[config.mk]
export PLATFORM = sky130hd
export DESIGN_NAME = resv_dispatch_ctrl
export DESIGN_NICKNAME = d
export VERILOG_FILES = /design/src/rtl/resv_dispatch_ctrl_pkg.sv /design/src/rtl/resv_credit_ctr.sv /design/src/rtl/resv_dispatch_ctrl.sv
export SDC_FILE = /design/constraint.sdc
export NUM_CORES = 1
export LEC_CHECK = 0
export ABC_AREA = 1
export CAP_MARGIN = 10
export CORE_MARGIN = 8
export CORE_UTILIZATION = 40
export DETAILED_ROUTE_END_ITERATION = 8
export PLACE_DENSITY = 0.66
export SYNTH_ARGS = -nofsm -noshare
export SYNTH_HDL_FRONTEND = slang
export SYNTH_SLANG_ARGS = --single-unit
[constraint.sdc]
create_clock -name clk -period 2.8 [get_ports clk]
set_clock_uncertainty 0.15 [all_clocks]
set_input_delay 0.7 -clock clk [delete_from_list [all_inputs] [get_ports clk]]
set_output_delay 0.7 -clock clk [all_outputs]
set_load 0.02 [all_outputs]
[src/rtl/resv_dispatch_ctrl_pkg.sv]
// rtl/resv_dispatch_ctrl_pkg.sv - shared encodings for dispatch, decode and the reservation stations
package resv_dispatch_ctrl_pkg;

  typedef enum logic [1:0] {
    ST_RUN   = 2'd0,
    ST_STALL = 2'd1,
    ST_FLUSH = 2'd2
  } disp_state_t;

  localparam logic [2:0] C_LSU_CLS = 3'b100;
  localparam int         CLS_MSB   = 5;
  localparam int         CLS_LSB   = 3;
  localparam logic [5:0] UNUSED_OP = 6'h3F;

  function automatic logic is_lsu(input logic [5:0] uops);
    return uops[CLS_MSB:CLS_LSB] == C_LSU_CLS;
  endfunction

endpackage

[src/rtl/resv_credit_ctr.sv]
// rtl/resv_credit_ctr.sv - per-RS occupancy counter, saturates at zero and flags underflow
module resv_credit_ctr #(
  parameter int W = 4
) (
  input  logic         clk,
  input  logic         clear,
  input  logic         zero,
  input  logic         inc,
  input  logic [1:0]   dec,
  output logic [W-1:0] occ,
  output logic         err
);

  logic [W:0] sum;

  // One extra bit so a release larger than the count shows up as a set MSB.
  always_comb sum = {1'b0, occ} + {{W{1'b0}}, inc} - {{(W-1){1'b0}}, dec};

  always_ff @(posedge clk) begin
    if (clear) begin
      occ <= '0;
      err <= 1'b0;
    end else if (zero) begin
      occ <= '0;
    end else if (sum[W]) begin
      occ <= '0;
      err <= 1'b1;
    end else begin
      occ <= sum[W-1:0];
    end
  end

endmodule

[src/rtl/resv_dispatch_ctrl.sv]
// rtl/resv_dispatch_ctrl.sv - steers decoded uops to the ALU/LSU reservation stations with credit flow control
module resv_dispatch_ctrl
  import resv_dispatch_ctrl_pkg::*;
#(
  parameter int W_PD_UOPS = 6,
  parameter int W_PD_PAY  = 134,
  parameter int S_PS_rsvc = 8,
  parameter int W_PS_rsvc = 4,
  parameter int FLUSH_CYC = 2
) (
  input  logic                 clk,
  input  logic                 CFI_PC_clear,
  input  logic                 CFI_PC_flush,
  input  logic                 DFI_PV_in,
  input  logic [W_PD_UOPS-1:0] DFI_PD_uops,
  input  logic [W_PD_PAY-1:0]  DFI_PD_pay,
  input  logic [1:0]           CDI_PC_rel0,
  input  logic [1:0]           CDI_PC_rel1,
  output logic                 CFO_PC_stall,
  output logic                 CFO_PC_ena0,
  output logic                 CFO_PC_ena1,
  output logic                 CFO_PC_rsclr,
  output logic [W_PD_UOPS-1:0] DFO_PD_uops,
  output logic [W_PD_PAY-1:0]  DFO_PD_pay,
  output logic                 CFO_PC_err
);

  localparam int FCW = (FLUSH_CYC > 1) ? $clog2(FLUSH_CYC) : 1;

  disp_state_t state_q, state_d;
  logic [FCW-1:0] fcnt_q, fcnt_d;

  logic                 stg_vld, stg_tgt, skd_vld, skd_tgt;
  logic [W_PD_UOPS-1:0] stg_uops, skd_uops;
  logic [W_PD_PAY-1:0]  stg_pay, skd_pay;
  logic                 rsclr_q;

  logic [W_PS_rsvc-1:0] occ0, occ1;
  logic                 err0, err1;
  logic                 in_flush, dispatch, accept, stage_free, skid_wr, skid_drain, in_tgt;
  logic [1:0]           rel0_eff, rel1_eff;

  assign in_flush   = (state_q == ST_FLUSH);
  assign in_tgt     = (DFI_PD_uops[CLS_MSB:CLS_LSB] == C_LSU_CLS);
  assign CFO_PC_ena0 = !in_flush && stg_vld && !stg_tgt && (occ0 < W_PS_rsvc'(S_PS_rsvc));
  assign CFO_PC_ena1 = !in_flush && stg_vld &&  stg_tgt && (occ1 < W_PS_rsvc'(S_PS_rsvc));
  assign dispatch   = CFO_PC_ena0 || CFO_PC_ena1;
  assign CFO_PC_stall = (state_q != ST_RUN);
  assign accept     = DFI_PV_in && !CFO_PC_stall;
  assign stage_free = !stg_vld || dispatch;
  assign skid_wr    = accept && !stage_free;
  assign skid_drain = skd_vld && stage_free;

  assign CFO_PC_rsclr = rsclr_q;
  assign DFO_PD_uops  = stg_uops;
  assign DFO_PD_pay   = stg_pay;
  assign CFO_PC_err   = err0 || err1;

  // Releases during a flush refer to entries that the RS is clearing anyway.
  assign rel0_eff = in_flush ? 2'd0 : CDI_PC_rel0;
  assign rel1_eff = in_flush ? 2'd0 : CDI_PC_rel1;

  always_comb begin
    state_d = state_q;
    fcnt_d  = fcnt_q;
    if (CFI_PC_flush) begin
      state_d = ST_FLUSH;
      fcnt_d  = FCW'(FLUSH_CYC - 1);
    end else begin
      case (state_q)
        ST_RUN:   if (skid_wr) state_d = ST_STALL;
        ST_STALL: if (skid_drain) state_d = ST_RUN;
        ST_FLUSH: begin
          if (fcnt_q == '0) state_d = ST_RUN;
          else              fcnt_d  = fcnt_q - 1'b1;
        end
        default:  state_d = ST_RUN;
      endcase
    end
  end

  always_ff @(posedge clk) begin
    if (CFI_PC_clear) begin
      state_q  <= ST_RUN;
      fcnt_q   <= '0;
      stg_vld  <= 1'b0;
      stg_tgt  <= 1'b0;
      stg_uops <= W_PD_UOPS'(UNUSED_OP);
      stg_pay  <= '0;
      skd_vld  <= 1'b0;
      skd_tgt  <= 1'b0;
      skd_uops <= W_PD_UOPS'(UNUSED_OP);
      skd_pay  <= '0;
      rsclr_q  <= 1'b0;
    end else begin
      state_q <= state_d;
      fcnt_q  <= fcnt_d;
      rsclr_q <= CFI_PC_flush;
      if (CFI_PC_flush) begin
        stg_vld <= 1'b0;
        skd_vld <= 1'b0;
      end else if (stage_free) begin
        // The skid is older than anything on decode, so it refills the stage first.
        if (skd_vld) begin
          stg_vld  <= 1'b1;
          stg_tgt  <= skd_tgt;
          stg_uops <= skd_uops;
          stg_pay  <= skd_pay;
          skd_vld  <= 1'b0;
        end else if (accept) begin
          stg_vld  <= 1'b1;
          stg_tgt  <= in_tgt;
          stg_uops <= DFI_PD_uops;
          stg_pay  <= DFI_PD_pay;
        end else begin
          stg_vld  <= 1'b0;
        end
      end else if (accept) begin
        skd_vld  <= 1'b1;
        skd_tgt  <= in_tgt;
        skd_uops <= DFI_PD_uops;
        skd_pay  <= DFI_PD_pay;
      end
    end
  end

  resv_credit_ctr #(.W(W_PS_rsvc)) u_cred0 (
    .clk   (clk),
    .clear (CFI_PC_clear),
    .zero  (CFI_PC_flush),
    .inc   (CFO_PC_ena0),
    .dec   (rel0_eff),
    .occ   (occ0),
    .err   (err0)
  );

  resv_credit_ctr #(.W(W_PS_rsvc)) u_cred1 (
    .clk   (clk),
    .clear (CFI_PC_clear),
    .zero  (CFI_PC_flush),
    .inc   (CFO_PC_ena1),
    .dec   (rel1_eff),
    .occ   (occ1),
    .err   (err1)
  );

endmodule
==> flow_metrics.env, run 1 <==
export IMPL_drt_iter0_markers=735
export IMPL_path_class="flop to output port"
export IMPL_numPortBuffers=292
export IMPL_gp_congestion=0.793
export IMPL_drtPass1Iterations=7
export IMPL_setup_viol=0
export IMPL_cts_buffer_depth=3
export IMPL_yosys_warnings=0
export IMPL_clk_pin_slew_ps=60
export IMPL_syn_inst=1957
export IMPL_grt_usage=0.195
export IMPL_slew_headroom=0.440
export IMPL_grt_first_pass_wirelength_mm=62.6
export IMPL_ys_types=26
export IMPL_min_to="DFO_PD_pay[106]$_SDFFE_PP0P_"
export IMPL_avgRoutedWirePerCell_um=14.7
export IMPL_fin_crit_sh=0.920
export IMPL_wl_met2_mm=17.6
export IMPL_cap_viol_max_count=0
export IMPL_ff2ff_path_depth=14
export IMPL_yosysTopAreaCellShare=0.456
export IMPL_fin_cells=2650
export IMPL_grt_overflow=0
export IMPL_rsz0062_at_grt="no"
export IMPL_ir_drop_uv=380
export IMPL_die_area_um2=38700
export IMPL_grt_start_max_net_pins=123
export IMPL_cts_tree="built"
export IMPL_highest_layer="met5"
export IMPL_cp_arrival_ps=1730
export IMPL_final_area_um2=17600
export IMPL_coreArea_um2=32400
export IMPL_switching_share=0.244
export IMPL_tightest_slew_ps=840
export IMPL_drtAntennaViolNets=0
export IMPL_clk_latency_ps=500
export IMPL_start_util=0.404
export IMPL_r2r_setup_slack_ps=280
export IMPL_syn_avg_cell_area_um2=6.68
export IMPL_reg2reg_to="u_cred0.occ[3]$_SDFF_PP0_"
export IMPL_cts_max_level=2
export IMPL_cts_made_buffers=35
export IMPL_grt_pass1_vias=11900
export IMPL_synth_area_leaders="dfxtp_1 46%, nand2_1 17%, nor2_1 8.2%"
export IMPL_r2r_start="state_q[1]$_SDFFE_PP0P_"
export IMPL_period_needed_ps=2580
export IMPL_critPathRequiredTime_ps=1950
export IMPL_drive_above_1_share=0.0458
export IMPL_timing_final_hold_violations=0
export IMPL_leakage_nw=7.93
export IMPL_start_kind="flop"
export IMPL_max_freq_mhz=388
export IMPL_crit_chain="inv_2 > nand2_2 > nand2_1 > nor3_1 > dlygate4sd2_1"
export IMPL_syn_to_final_growth_pct=34.5
export IMPL_pwr_share_seq=0.423
export IMPL_post_cts_buffers=0
export IMPL_worst_slack_ps=223
export IMPL_p_comb_frac=0.129
export IMPL_cellInternalPower_w=0.00801
export IMPL_status="finished clean"
export IMPL_vias=12600
export IMPL_synth_nets=2119
export IMPL_nNetsFinal=2343
export IMPL_ys_seq_elements=298
export IMPL_drc=0
export IMPL_dp_worst_setup_slack_ps=-278
export IMPL_clock_root_buffer="clkbuf_16"
export IMPL_crit_path_end_kind="output port"
export IMPL_holdPathStages=2
export IMPL_power_density_nw_per_um2=602
export IMPL_dieHeight_um=197
export IMPL_fp_row_count=66
export IMPL_ios=293
export IMPL_hold_path_class="flop to flop"
export IMPL_clkSinkCount=298
export IMPL_met3_wirelength_mm=3.12
export IMPL_drt_met1_wl_mm=17.2
export IMPL_critPathMaxFanout=7
export IMPL_netlist_area_um2=13100
export IMPL_cts_repair_resize_count=2
export IMPL_dpl_instance_area_um2=16400
export IMPL_slew_violations=0
export IMPL_hold_buffers=0
export IMPL_routed_wl_mm=39.0
export IMPL_die_w_um=197
export IMPL_via_per_inst=4.77
export IMPL_antenna_found_initial=8
export IMPL_synth_seq_area_share=0.456
export IMPL_hpwlAfterDp_mm=25.5
export IMPL_hp_start="DFO_PD_pay[106]$_SDFFE_PP0P_"
export IMPL_dp_cells=2586
export IMPL_synth_top_area_cell="dfxtp_1"
export IMPL_p_clk_frac=0.448
export IMPL_worst_path_largest_cell_delay_ps=380
export IMPL_power_switching_w=0.00258
export IMPL_cpMaxStageDelayCell="dlygate4sd2_1"
-- power groups by stage --
stage               logic [W]  clock network (W)  registers, W
floorplan            0.000606                  0       0.00467
global placement      0.00135                  0       0.00457
detailed placement    0.00137                  0       0.00457
CTS                   0.00138            0.00488       0.00448
global route          0.00150            0.00503       0.00450
finish                0.00136            0.00474       0.00448
-- logic make-up after synthesis --
group                      after synthesis  synth area share
and+or+nand+nor                       1048             0.318
buffers and inverters                  307            0.0981
DFF                                    298             0.456
AOI/OAI and AO/OA                      288             0.111
adders and majority gates               14            0.0145
xor gates and xnor gates                 2           0.00134
-- sequential cells by signal (all words and copies together) (netlist names), 2 cells and up --
name	flops
state_q	2
skd_pay	134
DFO_PD_uops	6
u_cred0.occ	4
u_cred1.occ	4
skd_uops	6
DFO_PD_pay	134
-- layer usage --
layer,vias to the layer above,global-route usage
met5,-,0
li1,6535,-
met4,12,0.0585
met2,312,0.321
met1,5697,0.240
met3,74,0.0657
-- placed cells by master (no fill, tap or decap), types with 2 or more instances in the layout --
cell / synthesis / routed
inv_1: 162 / 162
ha_1: 12 / 12
inv_2: 5 / 4
o21ai_1: 6 / 6
buf_12: 0 / 16
nand2_4: 0 / 2
a21o_1: 2 / 2
fa_1: 2 / 2
diode_2: 0 / 2
nor3_1: 3 / 3
buf_4: 10 / 19
clkbuf_16: 0 / 37
nor2_1: 286 / 286
dlygate4sd2_1: 0 / 2
a21oi_1: 145 / 145
clkdlybuf4s50_1: 0 / 289
dfxtp_1: 298 / 298
clkinv_2: 0 / 3
clkbuf_1: 67 / 9
bufinv_16: 0 / 4
clkbuf_8: 0 / 8
nand3_1: 166 / 166
or2_2: 2 / 2
o21ai_0: 134 / 134
nand2_1: 588 / 586
-- cells in the mapped netlist --
cell      instances
ha_1             12
clkinv_1          1
dfxtp_1         298
or2_2             2
fa_1              2
xor2_1            1
buf_4            10
nand2_1         588
clkbuf_1         67
nand4_1           1
buf_6             2
nor2_1          286
a21o_1            2
inv_1           162
nor2_4            1
nand2_2           1
a21oi_4           1
clkbuf_4          1
nor3_1            3
o21ai_1           6
inv_2             5
buf_2            59
a21oi_1         145
o21ai_0         134
nand3_1         166
xnor2_1           1
-- stage by stage --
step | hold WS, ps | utilization | power [W] | TNS (ps)
final | 306 | 0.543 | 0.0106 | 0
after floorplan | 268 | - | 0.00528 | 0
after detailed placement | 298 | 0.506 | 0.00594 | -1980
after global placement | 286 | 0.506 | 0.00592 | -1760
after CTS | 310 | 0.543 | 0.0107 | 0
after global routing | 323 | 0.543 | 0.0110 | 0
-- final cells by class --
| type | instances | area [µm²] |
|---|---|---|
| timing repair buffer | 326 | 3370 |
| fill | 3124 | 14800 |
| tap | 442 | 553 |
| multi-input combinational | 1352 | 5840 |
| clock inverter | 8 | 143 |
| sequential | 298 | 5970 |
| antenna | 2 | 5.00 |
| clock buffer | 54 | 1070 |
| inverter | 168 | 641 |
-- worst max-delay path: cells and delay by family (launching register included) --
family        cells  cell delay [ps]
flops             1              320
buf+inv           2              430
simple gates      3              480
-- worst max path at each step --
stage / cells past startpoint / end / from
after global placement: 14 / u_cred1.occ[3]$_SDFF_PP0_ / CDI_PC_rel1[0]
after CTS: 5 / CFO_PC_ena1 / state_q[0]$_SDFFE_PP0P_
after global routing: 14 / u_cred1.occ[2]$_SDFF_PP0_ / CDI_PC_rel1[0]
final: 5 / CFO_PC_ena1 / state_q[0]$_SDFFE_PP0P_
after floorplan: 13 / u_cred0.occ[3]$_SDFF_PP0_ / CDI_PC_rel0[0]
after detailed placement: 14 / u_cred1.occ[2]$_SDFF_PP0_ / CDI_PC_rel1[0]
Note: power is estimated with default switching activity, not from simulation.
==> run 2: changes to the inputs <==
--- a/config.mk
+++ b/config.mk
@@ -6,11 +6,12 @@
 export NUM_CORES = 1
 export LEC_CHECK = 0
 export ABC_AREA = 1
-export CAP_MARGIN = 10
+export CAP_MARGIN = 30
 export CORE_MARGIN = 8
 export CORE_UTILIZATION = 40
 export DETAILED_ROUTE_END_ITERATION = 8
 export PLACE_DENSITY = 0.66
+export SKIP_LAST_GASP = 1
 export SYNTH_ARGS = -nofsm -noshare
 export SYNTH_HDL_FRONTEND = slang
 export SYNTH_SLANG_ARGS = --single-unit
==> results of run 2 <==
Same layout as run 1: the final DEF is identical, and so are final timing and power.
==> variant 1 (flow settings as in run 2) <==
Set the parameter `FLUSH_CYC` to 4 (it was 2).
--- a/src/rtl/resv_dispatch_ctrl.sv
+++ b/src/rtl/resv_dispatch_ctrl.sv
@@ -6,7 +6,7 @@
   parameter int W_PD_PAY  = 134,
   parameter int S_PS_rsvc = 8,
   parameter int W_PS_rsvc = 4,
-  parameter int FLUSH_CYC = 2
+  parameter int FLUSH_CYC = 4
 ) (
   input  logic                 clk,
   input  logic                 CFI_PC_clear,
Behaviour: not the same (a bounded check fails within 4 cycles, from zero or initial values).
==> variant 1 against run 2 <==
  * Sequential cell count increased by 1
  * Area after synthesis is 0.50% higher
  * Power is 0.89% lower
  * Core utilization decreased by 0.24 points
  * Count of clock-buffer cells in the layout decreased by 3
  * Via count increased by 0.10%
  * Largest power group unchanged
  * Routed wire length grew 1.6%
  * Setup slack worse by 110 ps
  * Cell area fell by 0.19%
  * Sequential share of layout area rose by 0.18 points
  * Non-clock buffer count down 8
  * Critical path depth is the same
==> variant 1: results (changes against run 2) <==
The number of hold-repair buffers added at the cts stage came to 0 (unchanged). The deepest clock path buffer count came out at 3 (unchanged). The CTS buffer count is 36 (+2.9%). The portion of the post-synthesis area used by sequential elements came to 0.4555 (-0.0007354). The classification of the worst-slack hold path is flop to flop. The global-route wire length before repair is 62.72 mm (+0.21%). The highest cell delay on the worst timing path came out at 620 ps (+240 ps). The xor-xnor portion of the synthesized cell area is 0.001333 (-0.000006632).

The CTS clock-pin slew for the worst setup and hold paths came out at 60 ps (about the same). The post-synthesis compound-gate area fraction came out at 0.1122 (+0.0006858). The number of violations reported at the end of detailed-routing iteration 0 is 780 (+6.1%). The largest individual stage delay along the critical path comes from the cell clkdlybuf4s50_1. The async set or reset register ratio after synthesis is 0 (unchanged).

The proportion of synthesized area in mux cells came out at 0 (unchanged). The placed wire-length estimate after detailed placement came out at 25.05 mm (-1.7%). The routed wire length came out at 39.65 mm (+1.6%). The buffer cell driving the clock tree root is clkbuf_16.

The cell area after placement was 0.01632 mm^2 (-0.34%). The number of global-route vias before repair is 12097 (+1.3%). The share of cells above drive strength 1 came out at 0.04214 (-0.003646). TritonCTS built the clock tree. Sorting the synthesized cells by area gives the leading types as dfxtp_1 46%, nand2_1 17%, nor2_1 8.1%. The global router's overall resource usage is 0.1960 (+0.0007356). The total setup buffers inserted after CTS came out at 0 (unchanged).

The post-synthesis adder-cell area fraction is 0.01542 (+0.0008801). The top fanout value on the critical path came out at 7 (unchanged). The count of synthesis-stage warnings from yosys came out at 0 (unchanged). The count of distinct cell types in the synthesized netlist came out at 26 (unchanged). The worst slack after detailed placement came out at -262.5 ps (+15.15 ps). The relative slew slack is 0.5481 (+0.1081). The total nets after synthesis is 2129 (+0.47%). The reg2reg setup slack is 250 ps (-30 ps).

The net count reported at finish is 2346 (+0.13%). The initial antenna violation count is 6 (-2). In the synthesized netlist, the cells that appear most often are 587 x nand2_1, 299 x dfxtp_1, 285 x nor2_1, 171 x inv_1, 168 x nand3_1. The count of maximum capacitance violations is 0 (unchanged).

The flow ran to the end, and the final reports show no timing, DRC or antenna violations. The first-pass iteration count of the detailed router came out at 5 (-2). The routability-driven placement congestion ratio is 0.8177 (+3.2%). The depth of the CTS H-tree is 2 (unchanged). The final period demand of the worst path was 2687 ps (+109.5 ps).

The worst-case vdd ir drop was 0.5027 mV (+32%). The insertion delay to the later sink of the worst-skew pair came out at 510 ps. The static leakage power is 7.944 nW (+0.17%). The post-cts sizing count came out at 1 (-1). The detailed-route vias per instance is 4.767 (about the same). The count of input and output buffers came out at 292 (unchanged). The maximum number of pins on one net before global-route repair came out at 141 (+15%). The number of fill cells in the layout came out at 3137 (+0.42%). The data arrival time of the critical path was 1840 ps (+110 ps).

The worst-case hold slack is 302.8 ps (-3.407 ps).
variant 1: changes by cell type after synthesis, moves of 2 or more:
cell	delta
o21ai_1	-5
inv_1	+9
inv_2	-3
nor3_1	-2
o21ai_0	+6
nand3_1	+2
variant 1: worst paths after layout:
| path | from | to | cells past startpoint |
|---|---|---|---|
| hold reg to reg | DFO_PD_uops[5] | DFO_PD_uops[5] | 2 |
| hold / removal | DFO_PD_uops[5] | DFO_PD_uops[5] | 2 |
| setup reg to reg | state_q[0] | u_cred0.occ[3] | 15 |
| setup / recovery | state_q[0] | CFO_PC_ena0 | 5 |
variant 1: cell type report:
type                            count  area [um^2]  share of cell area
Sequential cell                   299         5986              0.3409
Clock inverter                     11        166.4            0.009477
Clock buffer                       51         1049             0.05971
Tap cell                          442        553.0             0.03149
Multi-Input combinational cell   1354         5869              0.3343
Inverter                          174        660.6             0.03762
Antenna cell                        3        7.507           0.0004275
Timing Repair Buffer              318         3268              0.1861
variant 1: metrics by stage:
step / util / std cells
after floorplan: - / 1966
after global placement: 0.5029 / 2587
after detailed placement: 0.5029 / 2587
after CTS: 0.5405 / 2649
after global routing: 0.5411 / 2652
final: 0.5411 / 2652
variant 1: power breakdown:
group	leakage (nW)	internal [mW]	switching, mW
clock	0.601	2.97	1.79
sequential	2.42	4.39	0.0711
combinational	4.92	0.584	0.685
total	7.94	7.95	2.55
variant 1: worst max-delay path, delay by kind of cell (launching register included):
kind / cells / cell delay [ps]
buffers and inverters: 3 / 780
DFF: 1 / 330
and+or+nand+nor: 2 / 230
variant 1: per-layer routing:
layer,GRT usage,up-vias,part of all wire
met2,0.3183,319,0.45
met4,0.08721,6,0.040
met1,0.2382,5674,0.43
met3,0.05724,89,0.081
met5,0,-,0.0010
li1,-,6555,-
==> variant 2 (config.mk and constraints of run 2) <==
Made on the original files. Put a register stage on the output `CFO_PC_err`. The value now appears one clock later. The other outputs are not delayed to match.
--- a/src/rtl/resv_dispatch_ctrl.sv
+++ b/src/rtl/resv_dispatch_ctrl.sv
@@ -54,7 +54,9 @@
   assign CFO_PC_rsclr = rsclr_q;
   assign DFO_PD_uops  = stg_uops;
   assign DFO_PD_pay   = stg_pay;
-  assign CFO_PC_err   = err0 || err1;
+  always_ff @(posedge clk) begin
+    CFO_PC_err <= err0 || err1;
+  end
 
   // Releases during a flush refer to entries that the RS is clearing anyway.
   assign rel0_eff = in_flush ? 2'd0 : CDI_PC_rel0;
Function: changed (a bounded check fails within 4 cycles, from zero or initial values).
==> variant 2 against run 2 <==
  * Area after synthesis up 0.27%
  * Setup slack worse by 13 ps
  * Clock power up 1%
  * First-iteration DRC count up 3.8%
  * Sequential cell count up 1
  * Power up 0.77%
  * Cell area up 0.19%
  * Critical path depth up 9
  * Routed wire length up 0.91%
  * Critical path type is now primary input to flop
  * Largest cell class unchanged
  * Largest power group unchanged
  * Highest routed layer unchanged
==> variant 2: results (changes against run 2) <==
The post-synthesis adder-cell area fraction came out at 0.01451 (-0.00003886). The share of the clock period used by the worst path after layout is 0.9252 (+0.004760). The final core utilization was 0.5445 (+0.001005). The worst-case hold slack came out at 308.4 ps (+2.211 ps). The cell count after synthesis is 1958 (+0.051%). The power density over cell area is 605.2 mW/mm^2 (+0.58%). The amount of wire on met3 after detailed routing came to 3.144 mm (+0.90%). The portion of the post-synthesis area used by sequential elements was 0.4565 (about the same). In the post-synthesis netlist, the biggest area contributors are dfxtp_1 46%, nand2_1 17%, nor2_1 8.2%. The total nets after synthesis is 2120 (+0.047%). The maximum number of pins on one net before global-route repair came out at 153 (+24%). The number of cells after detailed placement came to 2588 (+0.077%). The worst-case vdd ir drop came out at 0.4190 mV (+10%).

The power spent charging and discharging nets came out at 2.613 mW (+1.3%). The first-pass iteration count of the detailed router is 4 (-3). Broken down by cell family, the worst path's largest delay share belongs to adder cells. The sum of met2 wire segment lengths after detailed routing came out at 17.64 mm (+0.21%).

The async set or reset register ratio after synthesis came out at 0 (unchanged). The routed wire length is 39.38 mm (+0.91%). The deepest clock path buffer count is 3 (unchanged). The top fanout value on the critical path came out at 4 (-3).

The routing usage on met2 was 0.3218 (+0.0003857). The cell with the biggest individual delay on the critical path is clkdlybuf4s50_1. The post-synthesis compound-gate area fraction is 0.1112 (-0.0002979). The number of global-route vias before repair is 12178 (+2.0%). The global router's overall resource usage is 0.1946 (-0.0006645).

The xor-xnor portion of the synthesized cell area came out at 0.001336 (-0.000003579). The flow ran to the end, and the final reports show no timing, DRC or antenna violations. The highest cell delay on the worst timing path is 450 ps (+70 ps).

The number of violations reported at the end of detailed-routing iteration 0 was 763 (+3.8%). The routability-driven placement congestion ratio came out at 0.7856 (-0.90%). The transition time at the pin with the least slew margin came out at 635.3 ps (-204.8 ps).

The reg2reg setup slack is 230 ps (-50 ps). By count the netlist is led by 588 x nand2_1, 299 x dfxtp_1, 286 x nor2_1, 166 x nand3_1, 162 x inv_1. The most utilized layer in the global route result is met2. The met3 usage came out at 0.06218 (-0.003485). The via count of the routed design is 12678 (+0.38%). The global-route wire length before repair came to 62.91 mm (+0.51%). The met1 wire length came to 17.50 mm (+1.8%). The clock share of power came out at 0.450 (+0.002). The met1 demand-to-capacity share in global routing is 0.2383 (-0.001168).

The placed wire-length estimate after detailed placement was 25.73 mm (+0.99%).
==> variant 2: cell types whose count changed after synthesis, sizes merged <==
| cell | run 2 | this run |
|---|---|---|
| buf | 71 | 77 |
| clkbuf | 68 | 62 |
| dfxtp | 298 | 299 |
==> variant 2: final timing paths <==
| path | start | endpoint | depth (start not counted) |
|---|---|---|---|
| max | CDI_PC_rel1[0] | u_cred1.occ[2] | 14 |
| min | DFO_PD_pay[118] | DFO_PD_pay[118] | 2 |
| max reg2reg | state_q[1] | u_cred0.occ[3] | 14 |
| min reg2reg | DFO_PD_pay[118] | DFO_PD_pay[118] | 2 |
==> variant 2: final cells by class <==
cell class	count	area, um^2
Clock buffer	48	1027
Clock inverter	13	190.2
Sequential cell	299	5986
Antenna cell	2	5.005
Timing Repair Buffer	328	3383
Tap cell	442	553.0
Inverter	168	638.1
Multi-Input combinational cell	1352	5843
Fill cell	3126	14750
